$ cat src/rtl/maze_pkt_sink_pkg.sv
// Shared types for the maze packet sink: field widths, the queued packet record
// and the arbiter selection enum.
package maze_sink_pkg;

    localparam int ADDR_W = 6;
    localparam int TYPE_W = 2;
    localparam int DATA_W = 8;
    localparam int CNT_W  = 16;

    typedef struct packed {
        logic              qos;
        logic [TYPE_W-1:0] pkt_type;
        logic [ADDR_W-1:0] src;
        logic [ADDR_W-1:0] tgt;
        logic [DATA_W-1:0] data;
    } pkt_t;

    typedef enum logic {
        SEL_HI = 1'b0,
        SEL_LO = 1'b1
    } sel_e;

    function automatic logic [CNT_W-1:0] sat_inc(input logic [CNT_W-1:0] v);
        return (v == {CNT_W{1'b1}}) ? v : v + 1'b1;
    endfunction

endpackage

$ cat src/rtl/maze_pkt_sink_if.sv
// Valid/ready packet channel; master drives the packet, slave returns ready.
// Used both for the NODE ejection side and for the local consumer side.
interface maze_pkt_sink_if;
    import maze_sink_pkg::*;

    logic              vld;
    logic              rdy;
    logic              qos;
    logic [TYPE_W-1:0] pkt_type;
    logic [ADDR_W-1:0] src;
    logic [ADDR_W-1:0] tgt;
    logic [DATA_W-1:0] data;

    modport master (output vld, qos, pkt_type, src, tgt, data, input rdy);
    modport slave  (input vld, qos, pkt_type, src, tgt, data, output rdy);

endinterface

$ cat src/rtl/maze_pkt_sink_fifo.sv
// Synchronous FIFO of pkt_t; pointers carry one extra wrap bit so full and
// empty fall out of a plain pointer compare.
module maze_sink_fifo
    import maze_sink_pkg::*;
#(
    parameter int DEPTH = 4
) (
    input  logic clk,
    input  logic rst_n,
    input  logic push_i,
    input  logic pop_i,
    input  pkt_t wdata_i,
    output logic full_o,
    output logic empty_o,
    output pkt_t head_o
);

    localparam int AW = $clog2(DEPTH);

    logic [AW:0] wr_ptr_q, wr_ptr_d;
    logic [AW:0] rd_ptr_q, rd_ptr_d;
    pkt_t        mem_q [DEPTH];
    logic        do_push;
    logic        do_pop;

    assign empty_o = (wr_ptr_q == rd_ptr_q);
    assign full_o  = (wr_ptr_q[AW] != rd_ptr_q[AW]) &&
                     (wr_ptr_q[AW-1:0] == rd_ptr_q[AW-1:0]);
    assign head_o  = mem_q[rd_ptr_q[AW-1:0]];
    assign do_push = push_i && !full_o;
    assign do_pop  = pop_i && !empty_o;

    always_comb begin
        wr_ptr_d = wr_ptr_q;
        rd_ptr_d = rd_ptr_q;
        if (do_push) wr_ptr_d = wr_ptr_q + 1'b1;
        if (do_pop)  rd_ptr_d = rd_ptr_q + 1'b1;
    end

    always_ff @(posedge clk or negedge rst_n) begin
        if (!rst_n) begin
            wr_ptr_q <= '0;
            rd_ptr_q <= '0;
        end else begin
            wr_ptr_q <= wr_ptr_d;
            rd_ptr_q <= rd_ptr_d;
        end
    end

    // Storage needs no reset: it is only read through a valid pointer range.
    always_ff @(posedge clk) begin
        if (do_push) mem_q[wr_ptr_q[AW-1:0]] <= wdata_i;
    end

endmodule

$ cat src/rtl/maze_pkt_sink.sv
// Local ejection sink for a maze NODE: drops misaddressed packets, queues the
// rest by QoS and presents them strictly by priority with a stall lock.
// Optional statistics counters are enabled by defining MAZE_PKT_SINK_STATS_EN.
module maze_pkt_sink
    import maze_sink_pkg::*;
#(
    parameter int HP    = 0,
    parameter int VP    = 0,
    parameter int DEPTH = 4
) (
    input  logic             clk,
    input  logic             rst_n,
    maze_pkt_sink_if.slave   pkt_out,
    maze_pkt_sink_if.master  snk,
    output logic             misroute_err,
    output logic [CNT_W-1:0] rx_cnt,
    output logic [CNT_W-1:0] hi_cnt,
    output logic [CNT_W-1:0] err_cnt
);

    localparam logic [ADDR_W-1:0] LOCAL_ADDR = {3'(HP), 3'(VP)};

    logic init_q;
    logic lock_q, lock_d;
    sel_e sel_q, sel_cur;
    logic err_q;

    logic hi_full, hi_empty, lo_full, lo_empty;
    pkt_t hi_head, lo_head, in_pkt, out_pkt;
    logic xfer, hit, drop, push_hi, push_lo;
    logic out_vld, pop, pop_hi, pop_lo;

    assign in_pkt = {pkt_out.qos, pkt_out.pkt_type, pkt_out.src, pkt_out.tgt, pkt_out.data};

    // init_q keeps ready low until the first clock after reset release.
    assign pkt_out.rdy = init_q & ~hi_full & ~lo_full;
    assign xfer        = pkt_out.vld & pkt_out.rdy;
    assign hit         = (in_pkt.tgt == LOCAL_ADDR);
    assign drop        = xfer & ~hit;
    assign push_hi     = xfer & hit & in_pkt.qos;
    assign push_lo     = xfer & hit & ~in_pkt.qos;

    maze_sink_fifo #(.DEPTH(DEPTH)) u_hi_fifo (
        .clk     (clk),
        .rst_n   (rst_n),
        .push_i  (push_hi),
        .pop_i   (pop_hi),
        .wdata_i (in_pkt),
        .full_o  (hi_full),
        .empty_o (hi_empty),
        .head_o  (hi_head)
    );

    maze_sink_fifo #(.DEPTH(DEPTH)) u_lo_fifo (
        .clk     (clk),
        .rst_n   (rst_n),
        .push_i  (push_lo),
        .pop_i   (pop_lo),
        .wdata_i (in_pkt),
        .full_o  (lo_full),
        .empty_o (lo_empty),
        .head_o  (lo_head)
    );

    // A locked selection holds the stalled packet even if hi traffic arrives.
    always_comb begin
        sel_cur = hi_empty ? SEL_LO : SEL_HI;
        if (lock_q) sel_cur = sel_q;
        out_vld = (sel_cur == SEL_HI) ? ~hi_empty : ~lo_empty;
        out_pkt = (sel_cur == SEL_HI) ? hi_head : lo_head;
        pop     = out_vld & snk.rdy;
        pop_hi  = pop & (sel_cur == SEL_HI);
        pop_lo  = pop & (sel_cur == SEL_LO);
        lock_d  = lock_q;
        if (pop)                      lock_d = 1'b0;
        else if (out_vld && !snk.rdy) lock_d = 1'b1;
    end

    assign snk.vld      = out_vld;
    assign snk.qos      = out_vld ? out_pkt.qos      : 1'b0;
    assign snk.pkt_type = out_vld ? out_pkt.pkt_type : '0;
    assign snk.src      = out_vld ? out_pkt.src      : '0;
    assign snk.tgt      = out_vld ? out_pkt.tgt      : '0;
    assign snk.data     = out_vld ? out_pkt.data     : '0;
    assign misroute_err = err_q;

    always_ff @(posedge clk or negedge rst_n) begin
        if (!rst_n) begin
            init_q <= 1'b0;
            lock_q <= 1'b0;
            sel_q  <= SEL_HI;
            err_q  <= 1'b0;
        end else begin
            init_q <= 1'b1;
            lock_q <= lock_d;
            sel_q  <= sel_cur;
            err_q  <= drop;
        end
    end

`ifdef MAZE_PKT_SINK_STATS_EN
    logic [CNT_W-1:0] rx_cnt_q, rx_cnt_d;
    logic [CNT_W-1:0] hi_cnt_q, hi_cnt_d;
    logic [CNT_W-1:0] err_cnt_q, err_cnt_d;

    always_comb begin
        rx_cnt_d  = rx_cnt_q;
        hi_cnt_d  = hi_cnt_q;
        err_cnt_d = err_cnt_q;
        if (push_hi || push_lo) rx_cnt_d  = sat_inc(rx_cnt_q);
        if (push_hi)            hi_cnt_d  = sat_inc(hi_cnt_q);
        if (drop)               err_cnt_d = sat_inc(err_cnt_q);
    end

    always_ff @(posedge clk or negedge rst_n) begin
        if (!rst_n) begin
            rx_cnt_q  <= '0;
            hi_cnt_q  <= '0;
            err_cnt_q <= '0;
        end else begin
            rx_cnt_q  <= rx_cnt_d;
            hi_cnt_q  <= hi_cnt_d;
            err_cnt_q <= err_cnt_d;
        end
    end

    assign rx_cnt  = rx_cnt_q;
    assign hi_cnt  = hi_cnt_q;
    assign err_cnt = err_cnt_q;
`else
    assign rx_cnt  = '0;
    assign hi_cnt  = '0;
    assign err_cnt = '0;
`endif

endmodule

$ cat src/flat_wrapper.sv
// flat-port wrapper written by rule: the top's interface ports become plain ports
module maze_pkt_sink_flat import maze_sink_pkg::*;
#(
    parameter int HP    = 0,
    parameter int VP    = 0,
    parameter int DEPTH = 4
)
  (clk, rst_n, misroute_err, rx_cnt, hi_cnt, err_cnt, pkt_out_vld, pkt_out_qos, pkt_out_pkt_type, pkt_out_src, pkt_out_tgt, pkt_out_data, pkt_out_rdy, snk_vld, snk_qos, snk_pkt_type, snk_src, snk_tgt, snk_data, snk_rdy);
  maze_pkt_sink_if pkt_out_i ();
  maze_pkt_sink_if snk_i ();
  input  logic clk;
  input  logic rst_n;
  output logic misroute_err;
  output logic [CNT_W-1:0] rx_cnt;
  output logic [CNT_W-1:0] hi_cnt;
  output logic [CNT_W-1:0] err_cnt;
  input wire logic [$bits(pkt_out_i.vld)-1:0] pkt_out_vld;
  input wire logic [$bits(pkt_out_i.qos)-1:0] pkt_out_qos;
  input wire logic [$bits(pkt_out_i.pkt_type)-1:0] pkt_out_pkt_type;
  input wire logic [$bits(pkt_out_i.src)-1:0] pkt_out_src;
  input wire logic [$bits(pkt_out_i.tgt)-1:0] pkt_out_tgt;
  input wire logic [$bits(pkt_out_i.data)-1:0] pkt_out_data;
  output wire logic [$bits(pkt_out_i.rdy)-1:0] pkt_out_rdy;
  output wire logic [$bits(snk_i.vld)-1:0] snk_vld;
  output wire logic [$bits(snk_i.qos)-1:0] snk_qos;
  output wire logic [$bits(snk_i.pkt_type)-1:0] snk_pkt_type;
  output wire logic [$bits(snk_i.src)-1:0] snk_src;
  output wire logic [$bits(snk_i.tgt)-1:0] snk_tgt;
  output wire logic [$bits(snk_i.data)-1:0] snk_data;
  input wire logic [$bits(snk_i.rdy)-1:0] snk_rdy;
  assign pkt_out_i.vld = pkt_out_vld;
  assign pkt_out_i.qos = pkt_out_qos;
  assign pkt_out_i.pkt_type = pkt_out_pkt_type;
  assign pkt_out_i.src = pkt_out_src;
  assign pkt_out_i.tgt = pkt_out_tgt;
  assign pkt_out_i.data = pkt_out_data;
  assign pkt_out_rdy = pkt_out_i.rdy;
  assign snk_vld = snk_i.vld;
  assign snk_qos = snk_i.qos;
  assign snk_pkt_type = snk_i.pkt_type;
  assign snk_src = snk_i.src;
  assign snk_tgt = snk_i.tgt;
  assign snk_data = snk_i.data;
  assign snk_i.rdy = snk_rdy;
  maze_pkt_sink #(.HP(HP), .VP(VP), .DEPTH(DEPTH)) u_core (.clk(clk), .rst_n(rst_n), .pkt_out(pkt_out_i), .snk(snk_i), .misroute_err(misroute_err), .rx_cnt(rx_cnt), .hi_cnt(hi_cnt), .err_cnt(err_cnt));
endmodule
$ cat config.mk
export PLATFORM = sky130hd
export DESIGN_NAME = maze_pkt_sink_flat
export DESIGN_NICKNAME = d
export VERILOG_FILES = /design/src/rtl/maze_pkt_sink_pkg.sv /design/src/rtl/maze_pkt_sink_if.sv /design/src/rtl/maze_pkt_sink_fifo.sv /design/src/rtl/maze_pkt_sink.sv /design/src/flat_wrapper.sv
export SDC_FILE = /design/constraint.sdc
export NUM_CORES = 1
export LEC_CHECK = 0
export BUFFER_PORTS_ARGS = -buffer_cell sky130_fd_sc_hd__buf_2
export CORE_ASPECT_RATIO = 1.1
export CORE_MARGIN = 3
export CORE_UTILIZATION = 58
export CTS_CLUSTER_SIZE = 28
export DETAILED_ROUTE_END_ITERATION = 7
export PLACE_DENSITY_LB_ADDON = 0.1
export SLEW_MARGIN = 20
export SYNTH_ARGS = -nofsm -noshare
export SYNTH_HDL_FRONTEND = slang
export SYNTH_SLANG_ARGS = --single-unit
export TNS_END_PERCENT = 10
$ cat constraint.sdc
create_clock -name clk -period 4.6 [get_ports clk]
set_clock_uncertainty 0.05 [all_clocks]
set_input_delay 0.23 -clock clk [delete_from_list [all_inputs] [get_ports clk]]
set_output_delay 0.23 -clock clk [all_outputs]
set_load 0.005 [all_outputs]
Yosys cells after proc, flatten, opt, wreduce, memory -nomap -nowiden
Memories as Yosys holds them, arrays and structs flattened.
Index checks and enable logic that the tools add are counted.
- add/sub/neg operators: 4
- eq/ne operators: 6
- mux-type cells: 15
- bitwise operators: 17
- reduce and logical (&&, ||, !) cells: 14
- operator list (cell ; number):
    2-to-1 mux 23 bit ; 1
    adder 3 x 1 -> 3 bit (second input constant) ; 4
    2-to-1 mux 6 bit ; 2
    bitwise AND 1 bit ; 10
    2-to-1 mux 1 bit ; 10
    2-to-1 mux 8 bit ; 1
    logical AND 1 bit ; 7
    inverter 1 bit ; 7
    equality test 3 bit ; 2
    zero test 6 bit ; 1
    zero test 1 bit ; 5
    equality test 2 bit ; 2
    2-to-1 mux 2 bit ; 1
    inequality test 1 bit ; 2
    nonzero test 2 bit ; 1
- bits in registers: 16
- bits in writable memories: 184
- input bits: 27
- output and inout port bits: 74
- logic and storage cells: 66
- memories kept: 2
- memory list (name ; words ; bits a word ; read ports ; clocked after Yosys merged registers in ; write ports ; line ; text):
    u_core.u_hi_fifo.mem_q ; 4 ; 23 ; 1 ; 0 ; 1 ; maze_pkt_sink_fifo.sv:22 ; pkt_t mem_q [DEPTH];
    u_core.u_lo_fifo.mem_q ; 4 ; 23 ; 1 ; 0 ; 1 ; maze_pkt_sink_fifo.sv:22 ;

Logic depth before layout (Yosys ltp)
- depth after elaboration: 11
- mapped depth: 7
- gate-level depth less buffers: 4

By module
Synthesis repeated with hierarchy kept, for this count alone.
- cell total of the unflattened synthesis: 467
- area, all modules: 8780.9 sq um
- modules (own cells, without submodules) (module ; instances ; cells each ; area an instance (sq um) ; seq. area each (sq um)):
    maze_sink_fifo ; 2 ; 169 ; 3838.7 ; 2912.8
    maze_pkt_sink ; 1 ; 129 ; 1103.6 ; 100.1

Worst setup path after synthesis
Ideal clock, no wire load.
- kind: register to register
- from: reg u_core.u_lo_fifo.rd_ptr_q[0]
- to: mem u_core.u_hi_fifo.mem_q[3][0] in the netlist's numbering (enable)
- setup time: 467 ps
- arrival time: 3377 ps
- data required time: 4083 ps
- path slack: 706 ps
- cell stages (with the launch flop): 5
- path buffers: 1
- period minus slack after synthesis: 3894 ps
- cells stage by stage: dfrtp_1 buf_4 xnor2_1 and3_1 nor4_1
- word-level cells in the longest chain between the ends: 10
- RTL lines (element ; line ; text):
    start, declared ; maze_pkt_sink_fifo.sv:21 ; logic [AW:0] rd_ptr_q, rd_ptr_d;
    start signal, assigned ; maze_pkt_sink_fifo.sv:46 ; rd_ptr_q <= rd_ptr_d;
    equality test 2 bit ; maze_pkt_sink_fifo.sv:28 ; (wr_ptr_q[AW-1:0] == rd_ptr_q[AW-1:0]);
    logical AND 1 bit ; maze_pkt_sink_fifo.sv:27 ; assign full_o = (wr_ptr_q[AW] != rd_ptr_q[AW]) &&
    inverter 1 bit ; maze_pkt_sink.sv:36 ; assign pkt_out.rdy = init_q & ~hi_full & ~lo_full;
    bitwise AND 1 bit ; maze_pkt_sink.sv:36 ;
    bitwise AND 1 bit ; maze_pkt_sink.sv:37 ; assign xfer = pkt_out.vld & pkt_out.rdy;
    bitwise AND 1 bit (2 in a row) ; maze_pkt_sink.sv:40 ; assign push_hi = xfer & hit & in_pkt.qos;
    logical AND 1 bit ; maze_pkt_sink_fifo.sv:30 ; assign do_push = push_i && !full_o;
    2-to-1 mux 1 bit ; maze_pkt_sink_fifo.sv:52 ; if (do_push) mem_q[wr_ptr_q[AW-1:0]] <= wdata_i;
    2-to-1 mux 1 bit (implied by the code) ; maze_pkt_sink_fifo.sv:52 ;
    end, declared ; maze_pkt_sink_fifo.sv:22 ;
No other way between the ends.

Final worst setup path
- from: reg u_core.u_hi_fifo.wr_ptr_q[1]
- to: out snk_tgt[2]
- word-level cells in the longest chain between the ends: 5
- elaborated cells on any way between the ends: 7
- those cells by class: eq/ne (1); mux (5); bitwise (1)
- RTL lines (element ; line ; text):
    start, declared ; maze_pkt_sink_fifo.sv:20 ; logic [AW:0] wr_ptr_q, wr_ptr_d;
    start signal, assigned ; maze_pkt_sink_fifo.sv:45 ; wr_ptr_q <= wr_ptr_d;
    equality test 3 bit * ; maze_pkt_sink_fifo.sv:26 ; assign empty_o = (wr_ptr_q == rd_ptr_q);
    2-to-1 mux 1 bit ; maze_pkt_sink.sv:67 ; sel_cur = hi_empty ? SEL_LO : SEL_HI;
    2-to-1 mux 1 bit ; maze_pkt_sink.sv:68 ; if (lock_q) sel_cur = sel_q;
    2-to-1 mux 23 bit or 2-to-1 mux 1 bit (tied branches) ; maze_pkt_sink.sv:70, maze_pkt_sink.sv:69 ;
    2-to-1 mux 6 bit * ; maze_pkt_sink.sv:83 ; assign snk.tgt = out_vld ? out_pkt.tgt : '0;
    end, declared ; flat_wrapper.sv:28 ; output wire logic [$bits(snk_i.tgt)-1:0] snk_tgt;
Every way passes the cells marked *; elsewhere a longest branch is shown, timed or not.

==> impl_metrics.py <==
metrics = {
    "cts": {
        "cts_buffers": 17,
        "holdBufCountCts": 2,
        "root_buffer": "clkbuf_16",
        "clockBufferDepth": 2,
        "cts_max_level": 4,
        "cts_tree": "done",
        "clock_sinks": 200,
        "cts_resized": 0,
        "cts.clk_slew.worst_paths_ns": 0.07,
        "insertion_delay_ns": 0.43,
        "postCtsSetupBuffers": 0,
    },
    "hold_path": {
        "holdCritPathClass": "in2reg",
        "min_to": "u_core.u_hi_fifo.mem_q[3][15]",
        "min_from": "pkt_out_src[1]",
        "hold_depth": 1,
    },
    "cells_and_area": {
        "drive_above_1_share": 0.318,
        "stdcell_count": 701,
        "area_growth_pct": 10.8,
        "fin_area_um2": 9340,
        "nets": 538,
        "antenna_cells": 0,
    },
    "worst_setup_path": {
        "crit_fanout": 14,
        "reg2reg_to": "u_core.u_hi_fifo.mem_q[2][2]",
        "crit_arrival_ns": 2.77,
        "cp_data_required_time_ns": 4.32,
        "end_kind": "output pin",
        "worst-r2r-cell-count": 6,
        "r2r_setup_slack_ns": 1.65,
        "critPathKind": "reg2out",
        "worstSetupStartpointType": "register",
        "timing.rr.start": "u_core.u_lo_fifo.rd_ptr_q[1]",
    },
    "logic_synthesis": {
        "syn_area_um2": 8430,
        "synthArstFlopShare": 0.0800,
        "yosysMostFrequentCell": "edfxtp_1",
        "synth.avg_cell_area_um2": 19.5,
        "yosysWarnings": 0,
        "synthTopCellsByCount": "edfxtp_1 (184), buf_4 (50), mux4_2 (46)",
        "synth_cells": 432,
        "ys_ff_latch": 200,
        "synth_top_area_frac": 0.656,
        "yosys-top-cells-area": "edfxtp_1 (66%), mux4_2 (12%), dfrtp_1 (4.8%)",
        "yosysSeqAreaShare": 0.703,
        "yosysTopAreaCell": "edfxtp_1",
        "ys_types": 34,
        "synth-edff-count": 184,
        "synthFlopType": "edfxtp_1",
    },
    "route": {
        "drt_wl_total_um": 16000,
        "avgRoutedWirePerCell_um": 22.8,
        "vias_per_cell": 5.61,
        "vias": 3931,
        "drcViolationCount": 0,
        "drt-initial-drc-count": 345,
        "first_pass_iters": 5,
        "antenna_left": 0,
    },
    "placed_design": {
        "numPortBuffers": 52,
        "placed_cells": 668,
        "postPlaceCellArea_um2": 8760,
        "gp_congestion": 0.724,
        "hpwl_um": 9590,
    },
    "floorplanning": {
        "start_util": 0.601,
        "fp.coreArea_um2": 14000,
        "row_count": 45,
        "die_y_um": 132,
        "ios": 101,
        "die-area_um2": 16000,
        "die_w_um": 121,
    },
    "power": {
        "pwr-share-clk": 0.285,
        "power.internal_mw": 3.55,
        "p_sw_frac": 0.287,
        "p_leak_nw": 3.26,
        "power_mw": 4.99,
        "power_frac_comb": 0.301,
        "switchingPower_mw": 1.43,
        "p_per_area_nw_per_um2": 534,
        "irDropWorstVdd_mv": 0.581,
        "p_seq_frac": 0.414,
    },
    "global_route": {
        "gr-total-overflow": 0,
        "grt_use_met1": 0.293,
        "grt_pass1_vias": 4225,
        "grtUsageMet2": 0.343,
        "grt_max_degree": 27,
        "antenna_found_initial": 0,
        "top_usage_layer": "met2",
        "grt_pass1_wl_um": 24800,
        "grtUsageMet3": 0.0513,
        "grt_usage": 0.216,
    },
    "sta": {
        "setup_violations": 0,
        "timing_hold_violations_final": 0,
        "max_freq_mhz": 328,
        "finalCriticalPeriod_ns": 3.05,
        "setup-tns-final_ns": 0,
        "slew_headroom": 0.360,
        "rsz0062_at_grt": "no",
        "worst_slew_pin_slew_ns": 0.958,
        "fin_crit_sh": 0.663,
        "slew_viol_final": 0,
    },
    "run_status": {
        "status": "completed",
    },
    "job": {
        "maxCapViolCount": 0,
    },
}
[layout by cell type (no fill, tap or decap), drive strengths merged, types with 2 or more instances in the layout]
master,instances
and2,8
and3,3
buf,68
bufinv,2
clkbuf,19
clkinv,5
clkinvlp,3
conb,49
dfrtp,16
dlygate4sd3,2
edfxtp,184
ha,10
inv,6
mux2,4
mux2i,23
mux4,46
nand2,4
nand3,3
nand4,3
nor2,4
nor3,24
nor4,4
xnor2,8
xor2,7
[logic make-up (layout without fill, tap and decap cells)]
family,Yosys count,after routing,synth area share
XOR/XNOR,15,15,0.0174
AND/OR/NAND/NOR,58,58,0.0434
multiplexers,73,73,0.156
adder cells (fa/ha/maj),10,10,0.0149
AO/OA/AOI/OAI,3,3,0.00505
buffers and inverters,71,105,0.0595
other,2,49,0.000891
flip-flops,200,200,0.703
[area by class of cell]
class                           count  area [um^2]
Fill cell                         949         4680
Timing Repair Buffer               70          400
Multi-Input combinational cell    208         2200
Inverter                            4         15.0
Clock inverter                     12          128
Tap cell                          188          235
Clock buffer                       19          433
Sequential cell                   200         5930
[routing by layer]
layer  routed length, um  share of wire
met1                6630           0.41
met2                8240           0.51
met3                 848          0.053
met4                 287          0.018
met5                   0              0
[registers in the layout, indices dropped and copies added, names as in the netlist, 3 cells and up]
signal	cells
u_core.u_lo_fifo.wr_ptr_q	3
u_core.u_hi_fifo.rd_ptr_q	3
u_core.u_hi_fifo.mem_q	92
u_core.u_hi_fifo.wr_ptr_q	3
u_core.u_lo_fifo.mem_q	92
u_core.u_lo_fifo.rd_ptr_q	3
[power by group through the flow]
stage | clock network (mW) | registers [mW] | logic [mW]
global placement | 0 | 2.10 | 1.50
floorplan | 0 | 2.09 | 1.13
finish | 1.42 | 2.06 | 1.50
CTS | 1.44 | 2.06 | 1.54
detailed placement | 0 | 2.10 | 1.53
global route | 1.51 | 2.07 | 1.66
[stage by stage]
| stage | hold WS, ns | setup slack (ns) | util |
|---|---|---|---|
| final | 0.0201 | 1.55 | 0.666 |
| after global routing | 0.0277 | 1.34 | 0.666 |
| after CTS | 0.00585 | 1.53 | 0.666 |
| after detailed placement | 0.111 | 1.52 | 0.625 |
| after global placement | 0.110 | 1.64 | 0.625 |
| after floorplan | -0.116 | 0.706 | - |
[worst max-delay path by stage]
| stage | from | end | slack [ns] | cells after the start |
|---|---|---|---|---|
| 2_1_floorplan | u_core.u_lo_fifo.rd_ptr_q[0] | u_core.u_hi_fifo.mem_q[3][0] | 0.71 | 4 |
| 3_3_place_gp | pkt_out_tgt[1] | u_core.u_hi_fifo.mem_q[2][7] | 1.64 | 6 |
| 3_5_place_dp | pkt_out_tgt[1] | u_core.u_hi_fifo.mem_q[2][1] | 1.52 | 6 |
| 4_1_cts | u_core.u_hi_fifo.wr_ptr_q[1] | snk_data[7] | 1.53 | 6 |
| 5_1_grt | u_core.u_lo_fifo.rd_ptr_q[1] | snk_tgt[2] | 1.34 | 7 |
| 6_report | u_core.u_hi_fifo.wr_ptr_q[1] | snk_tgt[2] | 1.55 | 6 |
[critical path, stage by stage, from the launching register on]
cell	delay, ns
dfrtp_1	0.46
xor2_2	0.24
or3_1	0.42
nor2_2	0.58
buf_4	0.38
nor3_1	0.09
buf_2	0.17
No activity file was read; power rests on OpenSTA's default activity.
